$ cat src/rtl/instr_fetch_unit_if.sv
// Instruction-memory fetch bus. The fetch unit is the master and the memory is the slave.
// imem_req is held high until the cycle imem_ack=1. imem_addr stays stable while imem_req=1.
// imem_rdata is valid only in the cycle where imem_ack=1.
interface instr_fetch_unit_if;
   logic        imem_req;
   logic [31:0] imem_addr;
   logic        imem_ack;
   logic [31:0] imem_rdata;

   modport master (
      output imem_req,
      output imem_addr,
      input  imem_ack,
      input  imem_rdata
   );

   modport slave (
      input  imem_req,
      input  imem_addr,
      output imem_ack,
      output imem_rdata
   );
endinterface

$ cat src/rtl/instr_fetch_unit.sv
// Non-pipelined instruction fetch stage. It holds the PC, fetches one word over the imem bus,
// issues it to decode for one cycle, and steps the PC when the datapath reports completion.
module instr_fetch_unit #(
   parameter logic [31:0] RESET_PC      = 32'h0000_0000,
   parameter int          FETCH_TIMEOUT = 16
) (
   input  logic                       clk,
   input  logic                       rst_n,
   instr_fetch_unit_if.master         imem,
   output logic [31:0]                instr,
   output logic                       instr_valid,
   input  logic                       exec_done,
   input  logic                       jump,
   input  logic                       jr_sel,
   input  logic                       branch_taken,
   input  logic [31:0]                jr_target,
   output logic [31:0]                pc,
   output logic [31:0]                pc_plus4,
   output logic [31:0]                retired,
   output logic                       fetch_err,
   output logic [2:0]                 state_dbg
);

   localparam int CNT_W = $clog2(FETCH_TIMEOUT + 1);
   localparam logic [CNT_W-1:0] CNT_LAST = CNT_W'(FETCH_TIMEOUT - 1);

   typedef enum logic [2:0] {
      IDLE  = 3'd0,
      REQ   = 3'd1,
      ISSUE = 3'd2,
      EXEC  = 3'd3,
      ERR   = 3'd4
   } state_t;

   state_t           state;
   logic [CNT_W-1:0] wait_cnt;
   logic             imem_req_r;
   logic [31:0]      next_pc;
   logic [31:0]      branch_off;
   logic             jr_misaligned;

   assign pc_plus4      = pc + 32'd4;
   assign branch_off    = {{14{instr[15]}}, instr[15:0], 2'b00};
   assign jr_misaligned = jr_sel && (jr_target[1:0] != 2'b00);
   assign state_dbg     = state;

   // The address comes straight from pc. pc only moves in EXEC, so it is stable while a request is open.
   assign imem.imem_req  = imem_req_r;
   assign imem.imem_addr = pc;

   always_comb begin
      next_pc = pc_plus4;
      if (jr_sel)
         next_pc = jr_target;
      else if (jump)
         next_pc = {pc_plus4[31:28], instr[25:0], 2'b00};
      else if (branch_taken)
         next_pc = pc_plus4 + branch_off;
   end

   always_ff @(posedge clk or negedge rst_n) begin
      if (!rst_n) begin
         state       <= IDLE;
         pc          <= RESET_PC;
         instr       <= 32'd0;
         instr_valid <= 1'b0;
         imem_req_r  <= 1'b0;
         retired     <= 32'd0;
         fetch_err   <= 1'b0;
         wait_cnt    <= '0;
      end else begin
         case (state)
            IDLE: begin
               state      <= REQ;
               imem_req_r <= 1'b1;
               wait_cnt   <= '0;
            end
            REQ: begin
               if (imem.imem_ack) begin
                  instr       <= imem.imem_rdata;
                  instr_valid <= 1'b1;
                  imem_req_r  <= 1'b0;
                  wait_cnt    <= '0;
                  state       <= ISSUE;
               end else if (wait_cnt == CNT_LAST) begin
                  imem_req_r <= 1'b0;
                  fetch_err  <= 1'b1;
                  state      <= ERR;
               end else begin
                  wait_cnt <= wait_cnt + 1'b1;
               end
            end
            ISSUE: begin
               instr_valid <= 1'b0;
               state       <= EXEC;
            end
            EXEC: begin
               if (exec_done) begin
                  // A misaligned JR target is not committed. pc and retired keep the faulting instruction.
                  if (jr_misaligned) begin
                     fetch_err <= 1'b1;
                     state     <= ERR;
                  end else begin
                     pc         <= next_pc;
                     retired    <= retired + 32'd1;
                     wait_cnt   <= '0;
                     imem_req_r <= 1'b1;
                     state      <= REQ;
                  end
               end
            end
            ERR: begin
               fetch_err   <= 1'b1;
               imem_req_r  <= 1'b0;
               instr_valid <= 1'b0;
            end
            default: begin
               state      <= IDLE;
               imem_req_r <= 1'b0;
            end
         endcase
      end
   end

endmodule
$ cat src/flat_wrapper.sv
// flat-port wrapper written by rule: the top's interface ports become plain ports
module instr_fetch_unit_flat 
#(
   parameter logic [31:0] RESET_PC      = 32'h0000_0000,
   parameter int          FETCH_TIMEOUT = 16
)
  (clk, rst_n, instr, instr_valid, exec_done, jump, jr_sel, branch_taken, jr_target, pc, pc_plus4, retired, fetch_err, state_dbg, imem_imem_req, imem_imem_addr, imem_imem_ack, imem_imem_rdata);
  instr_fetch_unit_if imem_i ();
  input  logic clk;
  input  logic rst_n;
  output logic [31:0] instr;
  output logic instr_valid;
  input  logic exec_done;
  input  logic jump;
  input  logic jr_sel;
  input  logic branch_taken;
  input  logic [31:0] jr_target;
  output logic [31:0] pc;
  output logic [31:0] pc_plus4;
  output logic [31:0] retired;
  output logic fetch_err;
  output logic [2:0] state_dbg;
  output wire logic [$bits(imem_i.imem_req)-1:0] imem_imem_req;
  output wire logic [$bits(imem_i.imem_addr)-1:0] imem_imem_addr;
  input wire logic [$bits(imem_i.imem_ack)-1:0] imem_imem_ack;
  input wire logic [$bits(imem_i.imem_rdata)-1:0] imem_imem_rdata;
  assign imem_imem_req = imem_i.imem_req;
  assign imem_imem_addr = imem_i.imem_addr;
  assign imem_i.imem_ack = imem_imem_ack;
  assign imem_i.imem_rdata = imem_imem_rdata;
  instr_fetch_unit #(.RESET_PC(RESET_PC), .FETCH_TIMEOUT(FETCH_TIMEOUT)) u_core (.clk(clk), .rst_n(rst_n), .imem(imem_i), .instr(instr), .instr_valid(instr_valid), .exec_done(exec_done), .jump(jump), .jr_sel(jr_sel), .branch_taken(branch_taken), .jr_target(jr_target), .pc(pc), .pc_plus4(pc_plus4), .retired(retired), .fetch_err(fetch_err), .state_dbg(state_dbg));
endmodule
$ cat config.mk
export PLATFORM = sky130hd
export DESIGN_NAME = instr_fetch_unit_flat
export DESIGN_NICKNAME = d
export VERILOG_FILES = /design/src/rtl/instr_fetch_unit_if.sv /design/src/rtl/instr_fetch_unit.sv /design/src/flat_wrapper.sv
export SDC_FILE = /design/constraint.sdc
export NUM_CORES = 1
export LEC_CHECK = 0
export BUFFER_PORTS_ARGS = -buffer_cell sky130_fd_sc_hd__buf_2
export CAP_MARGIN = 20
export CORE_ASPECT_RATIO = 0.7
export CORE_MARGIN = 3
export CORE_UTILIZATION = 47
export CTS_CLUSTER_DIAMETER = 80
export DETAILED_ROUTE_END_ITERATION = 16
export GPL_ROUTABILITY_DRIVEN = 1
export PLACE_DENSITY = 0.77
export SYNTH_ARGS = -nofsm -noshare
export SYNTH_HDL_FRONTEND = slang
export SYNTH_SLANG_ARGS = --single-unit
export TNS_END_PERCENT = 100
$ cat constraint.sdc
create_clock -name clk -period 4 [get_ports clk]
set_input_delay 0.2 -clock clk [delete_from_list [all_inputs] [get_ports clk]]
set_output_delay 0.2 -clock clk [all_outputs]
set_load 0.01 [all_outputs]
# Yosys cells after proc, flatten, opt, wreduce, memory -nomap -nowiden
# Cells that the tools add are included.
[op_classes] n_mux=25 n_reduce_logical=14 eq_ne=13 bitwise=3 n_addsub=4
[ops] operator="$mux W32" count=3
[ops] operator="$add A32 B1 Y32 const B" count=1
[ops] operator="$add A32 B3 Y32 const B" count=1
[ops] operator="$add A32 B32 Y32" count=1
[ops] operator="$mux W5" count=4
[ops] operator="$pmux W3 S5" count=1
[ops] operator="$pmux W5 S3" count=1
[ops] operator="$mux W3" count=4
[ops] operator="$mux W1" count=9
[ops] operator="$ne A2 B2 Y1 const B" count=4
[ops] operator="$reduce_and A4 Y1" count=2
[ops] operator="$eq A3 B2 Y1 const B" count=2
[ops] operator="$reduce_and A3 Y1" count=2
[ops] operator="$reduce_bool A3 Y1" count=2
[ops] operator="$add A5 B1 Y5 const B" count=1
[ops] operator="$eq A5 B4 Y1 const B" count=1
[ops] operator="$reduce_and A5 Y1" count=1
[ops] operator="$ne A2 B1 Y1 const B" count=2
[ops] operator="$pmux W1 S4" count=1
[ops] operator="$reduce_and A2 Y1" count=2
[ops] operator="$reduce_bool A2 Y1" count=2
[ops] operator="$eq A3 B1 Y1 const B" count=1
[ops] operator="$eq A3 B3 Y1 const B" count=1
[ops] operator="$logic_not A3 Y1" count=1
[ops] operator="other kinds (7)" count=9
[totals] word_cells=67 register_bits=107 out_inout_bits=166 input_bits=71

# Logic depth before layout (Yosys ltp)
# Gate-level depths: netlist of run 1.
[depth] word_depth=5 mapped_depth=15 ltp_nobuf=15

# Worst setup path after synthesis of run 1
# Ideal clock, no wire load.
[synth_path] path_kind="register to register" start="register u_core.pc[2], in the netlist u_core.imem.imem_addr[2]" end="register u_core.pc[31], in the netlist u_core.imem.imem_addr[31]" arrival_time_ns=3.886 required_ns=3.869 setup_ns=0.131 synth_period_minus_slack_ns=4.017 slack_ns=-0.017 path_stages_with_launch=16 n_path_buf=0 path_cell_list="dfrtp_1 -> ha_1 -> and4_1 -> or4b_4 -> nor2_1 -> nand3_1 -> xnor2_1 -> ha_1 -> and4_1 -> a221oi_1 -> nand2_1 -> o21ai_1 -> o31ai_2 -> mux2i_1 -> and4_1 -> or3_1"
[synth_via] elab_chain_len=5
[synth_rtl] item="start, declared" line_no="instr_fetch_unit.sv:17" rtl="output logic [31:0] pc,"
[synth_rtl] item="start signal, assigned" line_no="instr_fetch_unit.sv:104" rtl="pc <= next_pc;"
[synth_rtl] item="$add A32 B3 Y32" line_no="instr_fetch_unit.sv:42" rtl="assign pc_plus4 = pc + 32'd4;"
[synth_rtl] item="named net pc_plus4[20]" line_no="flat_wrapper.sv:19" rtl="output logic [31:0] pc_plus4;"
[synth_rtl] item="$add A32 B32 Y32" line_no="instr_fetch_unit.sv:58" rtl="next_pc = pc_plus4 + branch_off;"
[synth_rtl] item="$mux W32" line_no="instr_fetch_unit.sv:57" rtl="else if (branch_taken)"
[synth_rtl] item="$mux W32" line_no="instr_fetch_unit.sv:55" rtl="else if (jump)"
[synth_rtl] item="$mux W32" line_no="instr_fetch_unit.sv:53" rtl="if (jr_sel)"
# The timed path passes the listed nets, and every way through them passes these cells.
# A chain may end at the register's enable or synchronous reset.

# Worst setup path in the final report of run 1
[layout_path] start="register u_core.pc[3], in the netlist u_core.imem.imem_addr[3]" end="register u_core.pc[31], in the netlist u_core.imem.imem_addr[31]"
[layout_via] elab_chain_len=5
[layout_rtl] item="$add A32 B3 Y32 *" line_no="instr_fetch_unit.sv:42"
[layout_rtl] item="$add A32 B32 Y32" line_no="instr_fetch_unit.sv:58"
[layout_rtl] item="$mux W32" line_no="instr_fetch_unit.sv:57"
[layout_rtl] item="$mux W32 *" line_no="instr_fetch_unit.sv:55"
[layout_rtl] item="$mux W32 *" line_no="instr_fetch_unit.sv:53"
# Every way passes the cells marked *; elsewhere a longest branch is shown, timed or not.

==> flow_metrics.py, run 1 <==
metrics = {
    "final_layout": {
        "final_common_cell": "buf_2",
        "area_delta_synth_final_pct": 23.00,
        "num_antenna_cells": 0,
        "fillers": 1309,
        "design_area_sq_mm": 0.009206,
        "layout.nets": 1153,
        "drive_above_1_share": 0.3333,
        "final_cell_mix": "buf_2 (235), dfrtp_1 (107), nand2_1 (88)",
    },
    "synthesis": {
        "synth-seq-area-share": 0.3577,
        "async_flop_share": 1.000,
        "syn_inst": 833,
        "synth.area.top_cells": "dfrtp_1 (36%), ha_1 (6.5%), xnor2_1 (6.0%), mux2_2 (4.7%), nand2_1 (4.4%)",
        "synth_nets": 944,
        "synth_area_per_cell_sq_um": 8.985,
        "synth.top_cell.area_share": 0.3577,
        "ys_warn_count": 0,
        "yosysTopAreaCell": "dfrtp_1",
        "synthFlopType": "dfrtp_1",
        "synth-edff-count": 0,
        "synth_cell_types": 76,
        "synth_area_sq_mm": 0.007485,
        "synth.ff_latch_count": 107,
    },
    "timing": {
        "hold_violations": 0,
        "clock_skew_ps": 12.71,
        "slew_viol_final": 0,
        "finalSetupViolCount": 0,
        "fmax_mhz": 260.1,
        "relSlewSlack": 0.4567,
        "rsz0062_at_grt": "yes",
        "finalCritPeriodShare": 0.9612,
        "tightest_slew_ps": 814.0,
        "finalCriticalPeriod_ps": 3845,
    },
    "die": {
        "dieWidth_um": 156.8,
        "ios": 237,
        "core_sq_mm": 0.01514,
        "rows": 37,
        "dieArea_sq_mm": 0.01750,
        "initial_core_util": 0.4944,
        "die-height_um": 111.6,
    },
    "clocking": {
        "root_buffer": "clkbuf_16",
        "cts_htree_levels": 3,
        "clock_latency_ps": 370,
        "clkTransAtPathRegs_ps": 90,
        "cts_buffer_depth": 2,
        "cts.sinks": 107,
        "tritoncts": "built",
        "cts_buffers": 9,
    },
    "global_routing": {
        "grt_pass1_wl_um": 37100,
        "antenna_found_initial": 3,
        "overflow": 0,
        "grt_max_degree": 49,
        "grtUsageTotal": 0.2653,
        "grt_pass1_vias": 6752,
    },
    "power": {
        "p_leak_nw": 4.531,
        "peakVddDrop_uv": 399.2,
        "p_total_mw": 8.132,
        "powerDensity_mw_per_mm2": 883.3,
    },
    "placed_design": {
        "placed_cell_area_sq_mm": 0.008733,
        "routabilityCongestion": 1.011,
        "hpwl_um": 18180,
        "portBuffers": 236,
    },
    "critical_path": {
        "cp_slowest_cell": "or4b_4",
        "worst_setup_path_start_kind": "flip-flop",
        "crit_family": "simple AND/OR/NAND/NOR gates",
        "cp-end-kind": "flip-flop",
        "critical_path_class": "reg2reg",
        "critPathRequiredTime_ps": 4240,
        "crit_path_cell_trace": "ha_2 -> and4_4 -> or4b_4 -> nor2_4 -> nand3_1 -> xnor2_2 -> ha_1 -> and4_1 -> and2_1 -> a21boi_4 -> o21ai_2 -> o31ai_2 -> mux2i_1 -> a2111oi_1 -> or3_1",
        "arrival_ps": 4080,
        "cp_max_fo": 3,
        "critPathMaxStageDelay_ps": 540,
        "path_buf_inv": 0,
    },
    "drt": {
        "num_vias": 7283,
        "routedWlPerCell_um": 19.45,
        "wl_um": 24150,
        "ant_nets": 0,
        "drtPass1Iterations": 6,
        "drcViolationCount": 0,
        "avgViaCountPerCell": 5.864,
        "drtIter0Drc": 607,
    },
    "worst_hold_path": {
        "hold_class": "in2reg",
    },
    "job": {
        "maxCapViolCount": 0,
    },
    "run_status": {
        "status": "completed",
    },
}
## registers in the layout, summed over array words and instances, names as in the netlist
signal / cells
u_core.fetch_err: 1
u_core.imem.imem_addr: 32
u_core.imem.imem_req: 1
u_core.instr: 32
u_core.instr_valid: 1
u_core.retired: 32
u_core.state_dbg: 3
u_core.wait_cnt: 5
## report_power, final
group | internal (mW) | total [mW] | switching [mW]
logic | 2.23 | 5.18 | 2.95
registers | 1.44 | 1.97 | 0.534
clock network | 0.466 | 0.975 | 0.509
total | 4.14 | 8.13 | 3.99
## per-layer routing
| metal | wire, um | track usage |
|---|---|---|
| met2 | 10260 | 0.3763 |
| met1 | 10850 | 0.4006 |
| met3 | 2471 | 0.06876 |
| met4 | 521 | 0.06706 |
| met5 | 41 | 0 |
## synth_stat cells, types with 7 or more instances
master / instances
a21o_1: 11
a21oi_1: 46
a221oi_1: 7
a31oi_1: 10
and2_1: 7
and3_1: 21
buf_4: 34
clkbuf_1: 30
dfrtp_1: 107
ha_1: 39
inv_1: 22
mux2_2: 31
mux2i_1: 12
nand2_1: 88
nand3_1: 28
nand4_1: 13
nor2_1: 78
nor3_1: 10
o21ai_0: 36
o21ai_1: 17
xnor2_1: 51
xor2_1: 29
## final timing paths
check / startpoint / to / slack (ps) / cells after the start
worst max-delay path: u_core.imem.imem_addr[3] / u_core.imem.imem_addr[31] / 160 / 15
worst min-delay path: imem_imem_rdata[15] / u_core.instr[15] / 50 / 3
worst max register to register: u_core.imem.imem_addr[3] / u_core.imem.imem_addr[31] / 160 / 15
worst min register to register: u_core.retired[31] / u_core.retired[31] / 470 / 1
max in group asynchronous: rst_n / u_core.instr[8] / 2750 / 3
min in group asynchronous: rst_n / u_core.instr[31] / 380 / 2
## metrics by stage
step | TNS [ps] | util | hold WS, ps | setup slack (ps) | std cells
2_1_floorplan | 0 | - | -95.59 | 69.68 | 833
3_3_place_gp | 0 | 0.5769 | 249.5 | 164.7 | 1222
3_5_place_dp | 0 | 0.5769 | 254.2 | 34.73 | 1222
4_1_cts | 0 | 0.5993 | 44.08 | 0.03508 | 1239
5_1_grt | -41.14 | 0.6081 | 47.25 | -28.35 | 1242
6_report | 0 | 0.6081 | 52.78 | 155.3 | 1242
## cells by family (layout without fill, tap and decap cells)
logic type	Yosys count	in the layout	synth area share
xor+xnor	80	80	0.09361
compound gates	198	198	0.1819
simple gates	276	276	0.1742
buf+inv	89	303	0.06202
fa+ha+maj	40	40	0.06787
flops	107	107	0.3577
mux	43	43	0.06269
## worst register-to-register path: stages (launching register included)
cell,delay (ps)
dfrtp_1,370
ha_2,210
and4_4,250
or4b_4,540
nor2_4,130
nand3_1,130
xnor2_2,180
ha_1,310
and4_1,230
and2_1,130
a21boi_4,180
o21ai_2,100
o31ai_2,260
mux2i_1,260
a2111oi_1,110
or3_1,330
## area by class of cell
cell class | count | area (sq um) | area share
Timing Repair Buffer | 265 | 1404 | 0.1525
Clock inverter | 7 | 103.9 | 0.01128
Inverter | 22 | 82.58 | 0.008970
Clock buffer | 9 | 225.2 | 0.02446
Sequential cell | 107 | 2678 | 0.2908
Tap cell | 195 | 244.0 | 0.02650
Multi-Input combinational cell | 637 | 4469 | 0.4855
## timing repair
item / 4_1_cts / 5_1_grt
resized for setup: 0 / 24
hold endpoints to repair: 43 / 0
buffers inserted: 0 / 3
setup endpoints to repair: 0 / 11
hold buffers: 1 / 0
Power figures use the tool's default switching activity.
==> run 2: changes to the inputs <==
--- a/config.mk
+++ b/config.mk
@@ -13,6 +13,7 @@
 export CTS_CLUSTER_DIAMETER = 80
 export DETAILED_ROUTE_END_ITERATION = 16
 export GPL_ROUTABILITY_DRIVEN = 1
+export HOLD_SLACK_MARGIN = 0.1
 export PLACE_DENSITY = 0.77
 export SYNTH_ARGS = -nofsm -noshare
 export SYNTH_HDL_FRONTEND = slang
==> run 2 against run 1 <==
Critical path type unchanged. Flip-flop and latch count did not move. First-iteration DRC count rose by 14%. Critical path depth did not move. Routed wire length rose by 2.7%. Die area did not move. Cell count rose by 2.7%. Largest power group unchanged. Worst hold slack improved by 63 ps. Worst setup slack got worse by 32 ps. Total power rose by 0.63%. Non-clock buffer count rose by 34.
==> flow_metrics.py, run 2 (synthesized netlist as in run 1, its figures left out) <==
metrics = {
    "critical_path": {
        "critPathRequiredTime_ps": 4240,
        "arrival_ps": 4120,
        "critical_path_class": "reg2reg",
        "r2r_end": "u_core.imem.imem_addr[31]",
        "cp-end-kind": "flip-flop",
        "worst_setup_path_start_kind": "flip-flop",
        "cp_slowest_cell": "ha_2",
        "critPathMaxStageDelay_ps": 430,
        "crit-reg2reg-launch": "u_core.imem.imem_addr[3]",
        "worstSetupEndpoint": "u_core.imem.imem_addr[31]",
        "crit_path_cell_trace": "buf_4 -> nand3_1 -> or2_2 -> nor2_1 -> xor2_1 -> ha_2 -> nand3_1 -> nor2_1 -> nand3_1 -> a21boi_4 -> o21ai_2 -> o31ai_2 -> mux2i_1 -> a2111oi_1 -> or3_1",
        "cp_max_fo": 5,
        "r2r_cells": 15,
        "cp_common_cell": "nand3_1",
        "r2r_slack_ps": 120,
        "crit_start": "u_core.imem.imem_addr[3]",
    },
    "timing": {
        "rsz0062_at_grt": "yes",
        "hold_violations": 0,
        "finalCriticalPeriod_ps": 3876,
        "finalSetupViolCount": 0,
        "clock_skew_ps": 13.95,
        "fmax_mhz": 258.0,
        "tightest_slew_ps": 821.8,
        "fin_ws_ps": 123.6,
        "slew_viol_final": 0,
        "relSlewSlack": 0.4515,
        "holdWs_ps": 115.5,
        "finalCritPeriodShare": 0.9691,
    },
    "power": {
        "powerDensity_mw_per_mm2": 857.4,
        "p_leak_nw": 4.673,
        "p_total_mw": 8.183,
        "peakVddDrop_uv": 400.3,
    },
    "placed_design": {
        "portBuffers": 236,
        "routabilityCongestion": 1.011,
        "placed_cell_area_sq_mm": 0.008733,
        "place_ws_ps": 34.73,
        "hpwl_um": 18180,
    },
    "global_routing": {
        "grt_pass1_vias": 6948,
        "grtUsageTotal": 0.2725,
        "antenna_found_initial": 1,
        "grt_max_degree": 49,
        "overflow": 0,
        "grt_pass1_wl_um": 38170,
    },
    "drt": {
        "drtIter0Drc": 691,
        "ant_nets": 0,
        "drtPass1Iterations": 5,
        "routedWlPerCell_um": 19.44,
        "drcViolationCount": 0,
        "num_vias": 7421,
        "avgViaCountPerCell": 5.816,
        "wl_um": 24800,
    },
    "job": {
        "maxCapViolCount": 0,
    },
    "clocking": {
        "clkTransAtPathRegs_ps": 90,
        "root_buffer": "clkbuf_16",
        "clock_latency_ps": 370,
        "cts_htree_levels": 3,
        "cts.sinks": 107,
        "tritoncts": "built",
        "cts_buffers": 9,
        "cts_buffer_depth": 2,
    },
    "final_layout": {
        "layout.nets": 1187,
        "area_delta_synth_final_pct": 27.52,
        "design_area_sq_mm": 0.009544,
        "final_util": 0.6305,
        "drive_above_1_share": 0.3238,
        "final_common_cell": "buf_2",
        "final_cell_mix": "buf_2 (235), dfrtp_1 (107), nand2_1 (88)",
        "num_antenna_cells": 0,
    },
    "die": {
        "rows": 37,
        "ios": 237,
        "initial_core_util": 0.4944,
        "dieArea_sq_mm": 0.01750,
        "core_sq_mm": 0.01514,
        "dieWidth_um": 156.8,
        "die-height_um": 111.6,
    },
    "run_status": {
        "status": "completed",
    },
    "worst_hold_path": {
        "hold_class": "in2reg",
        "min_path_cells": 3,
    },
}
## run 2: how the worst min path moves through the flow
stage,slack (ps),end,startpoint
after floorplan,-100,u_core.fetch_err,rst_n
after global placement,250,u_core.instr[31],rst_n
after detailed placement,250,u_core.instr[31],rst_n
after CTS,100,u_core.instr[13],imem_imem_rdata[13]
after global routing,110,u_core.imem.imem_addr[13],jr_target[13]
final,120,u_core.imem.imem_addr[12],jr_target[12]
## run 2: what timing repair did
item,4_1_cts,5_1_grt
endpoints found under the hold margin,76,0
setup endpoints to repair,0,11
resized for setup,0,24
setup buffers,0,4
hold buffers,34,0
## run 2: cell type report
type / count / area, sq um
Tap cell: 195 / 244.0
Fill cell: 1261 / 5594
Clock buffer: 9 / 225.2
Multi-Input combinational cell: 637 / 4469
Clock inverter: 7 / 103.9
Timing Repair Buffer: 299 / 1742
Sequential cell: 107 / 2678
Inverter: 22 / 82.58
## run 2: power breakdown
part	leakage (nW)	switching, mW	total [mW]	internal (mW)
Sequential	1.34	0.537	1.98	1.44
Combinational	3.18	2.97	5.23	2.26
Clock	0.158	0.515	0.981	0.466
## run 2: metrics by stage
step	instances	setup TNS (ps)
global placement	1222	0
CTS	1272	0
floorplan	833	0
global route	1276	-93.68
finish	1276	0
detailed placement	1222	0
## run 2: routing by layer
layer	wire (um)	GRT usage	up-vias
met5	20	0	-
met4	558	0.07289	2
met3	2511	0.06721	54
met2	10670	0.3960	396
met1	11040	0.4038	3538
li1	-	-	3431
## run 2: critical path, delay by kind of cell, from the launching register on
kind / cells / cell delay (ps)
AO/OA/AOI/OAI: 4 / 710
XOR/XNOR: 1 / 110
adder cells (fa/ha/maj): 1 / 430
buffers and inverters: 1 / 140
flip-flops: 1 / 370
multiplexers: 1 / 270
AND/OR/NAND/NOR: 7 / 1710
==> run 3: changes to the inputs <==
--- a/config.mk
+++ b/config.mk
@@ -14,7 +14,7 @@
 export DETAILED_ROUTE_END_ITERATION = 16
 export GPL_ROUTABILITY_DRIVEN = 1
 export HOLD_SLACK_MARGIN = 0.1
-export PLACE_DENSITY = 0.77
+export PLACE_DENSITY = 0.81
 export SYNTH_ARGS = -nofsm -noshare
 export SYNTH_HDL_FRONTEND = slang
 export SYNTH_SLANG_ARGS = --single-unit
==> run 3 against run 2 <==
Non-clock buffer count decreased by 1. Total power increased by 1.0%. Sequential share of layout area decreased by 0.12 points. Die area unchanged. Routed wire length increased by 2.1%. Design area increased by 0.54%. Clock-buffer cell count unchanged. First-iteration DRC count decreased by 10%. Critical path depth decreased by 1. Worst setup slack improved by 34 ps. Highest routed layer is now met4. Clock skew increased by 0.63 ps. Largest power group unchanged.
==> flow_metrics.py, run 3 (synthesized netlist as in run 1, its figures left out) <==
metrics = {
    "timing": {
        "clock_skew_ps": 14.57,
        "finalCriticalPeriod_ps": 3843,
        "rsz0062_at_grt": "yes",
        "holdWs_ps": 99.39,
        "tightest_slew_ps": 1030,
        "slew_viol_final": 0,
        "relSlewSlack": 0.3132,
        "hold_violations": 0,
        "finalCritPeriodShare": 0.9607,
        "finalSetupViolCount": 0,
        "fmax_mhz": 260.2,
    },
    "drt": {
        "drtPass1Iterations": 5,
        "num_vias": 7481,
        "drcViolationCount": 0,
        "drtIter0Drc": 621,
        "ant_nets": 0,
        "wl_um": 25340,
        "routedWlPerCell_um": 19.87,
        "avgViaCountPerCell": 5.867,
    },
    "clocking": {
        "clkTransAtPathRegs_ps": 90,
        "clock_latency_ps": 370,
        "cts.sinks": 107,
        "cts_htree_levels": 3,
        "root_buffer": "clkbuf_16",
        "cts_buffer_depth": 2,
        "cts_buffers": 9,
        "tritoncts": "built",
    },
    "global_routing": {
        "overflow": 0,
        "grt_max_degree": 80,
        "grtUsageTotal": 0.2798,
        "grt_pass1_vias": 7054,
        "antenna_found_initial": 0,
        "grt_pass1_wl_um": 39050,
    },
    "critical_path": {
        "crit_start": "u_core.imem.imem_addr[2]",
        "cp-end-kind": "flip-flop",
        "arrival_ps": 4090,
        "cp_max_fo": 6,
        "critical_path_class": "reg2reg",
        "crit-reg2reg-launch": "u_core.imem.imem_addr[2]",
        "critPathRequiredTime_ps": 4240,
        "worst_setup_path_start_kind": "flip-flop",
    },
    "final_layout": {
        "fin_cells": 1275,
        "layout.nets": 1186,
        "num_antenna_cells": 0,
        "area_delta_synth_final_pct": 28.20,
        "drive_above_1_share": 0.3315,
        "final_cell_mix": "buf_2 (235), dfrtp_1 (105), nand2_1 (88)",
        "final_common_cell": "buf_2",
    },
    "power": {
        "p_total_mw": 8.265,
        "peakVddDrop_uv": 435.3,
        "p_leak_nw": 4.681,
        "powerDensity_mw_per_mm2": 861.3,
    },
    "placed_design": {
        "placedCellCount": 1220,
        "hpwl_um": 18560,
        "portBuffers": 236,
        "routabilityCongestion": 0.9403,
    },
    "die": {
        "dieWidth_um": 156.8,
        "core_sq_mm": 0.01514,
        "dieArea_sq_mm": 0.01750,
        "rows": 37,
        "initial_core_util": 0.4944,
        "ios": 237,
        "die-height_um": 111.6,
    },
    "run_status": {
        "status": "completed",
    },
    "job": {
        "maxCapViolCount": 0,
    },
    "worst_hold_path": {
        "hold_start": "jr_target[12]",
        "hold_class": "in2reg",
    },
}
## run 3: per-layer routing
metal	track usage	vias up	routed length, um
met5	0	-	0
met4	0.05773	0	449
met3	0.07848	43	2496
met2	0.4074	396	10970
met1	0.4156	3607	11420
li1	-	3435	-
## run 3: area by class of cell
class,count,area [sq um]
clock buffer,9,225.2
timing repair buffer,298,1749
inverter,22,82.58
fill,1256,5543
multi-input combinational,637,4511
tap,195,244.0
sequential,107,2680
clock inverter,7,103.9
## run 3: repair_timing
action / CTS / global route
buffers inserted: 0 / 4
endpoints found under the hold margin: 112 / 0
hold buffers: 35 / 0
endpoints found under the setup margin: 0 / 12
gates resized for setup: 0 / 33
## run 3: worst paths after layout
path                                             end  slack (ps)  cells after the start
setup reg to reg           u_core.imem.imem_addr[28]         160                     14
hold reg to reg                   u_core.wait_cnt[3]         490                      1
min in group asynchronous           u_core.instr[31]         530                      2
setup / recovery           u_core.imem.imem_addr[28]         160                     14
max in group asynchronous   u_core.imem.imem_addr[9]        2460                      3
hold / removal             u_core.imem.imem_addr[12]         100                      3
## run 3: power by group
| group | total (mW) | switching (mW) | leakage (nW) | internal (mW) |
|---|---|---|---|---|
| clock network | 0.990 | 0.520 | 0.159 | 0.469 |
| logic | 5.28 | 3.00 | 3.19 | 2.28 |
| registers | 1.99 | 0.553 | 1.34 | 1.44 |
| total | 8.26 | 4.07 | 4.68 | 4.19 |
## run 3: per-stage QoR
stage / worst slack (ps) / utilization / TNS, ps / cell area (sq um)
floorplan: 69.68 / - / 0 / 7492
global placement: 115.9 / 0.5767 / 0 / 8731
detailed placement: 88.97 / 0.5767 / 0 / 8731
CTS: 55.76 / 0.6216 / 0 / 9410
global route: -38.93 / 0.6339 / -52.81 / 9595
finish: 157.2 / 0.6339 / 0 / 9595
## run 3: worst max-delay path, cell delays in order, from the launching register on
cell and delay [ps]:
dfrtp_1 410, ha_4 170, and4_4 260, or4b_4 520
xnor2_1 170, ha_2 430, nand2_1 100, o41ai_1 440
a31oi_2 100, o221ai_2 230, a41oi_2 160, a21oi_2 210
a41oi_2 150, mux2i_1 150, a31o_1 230
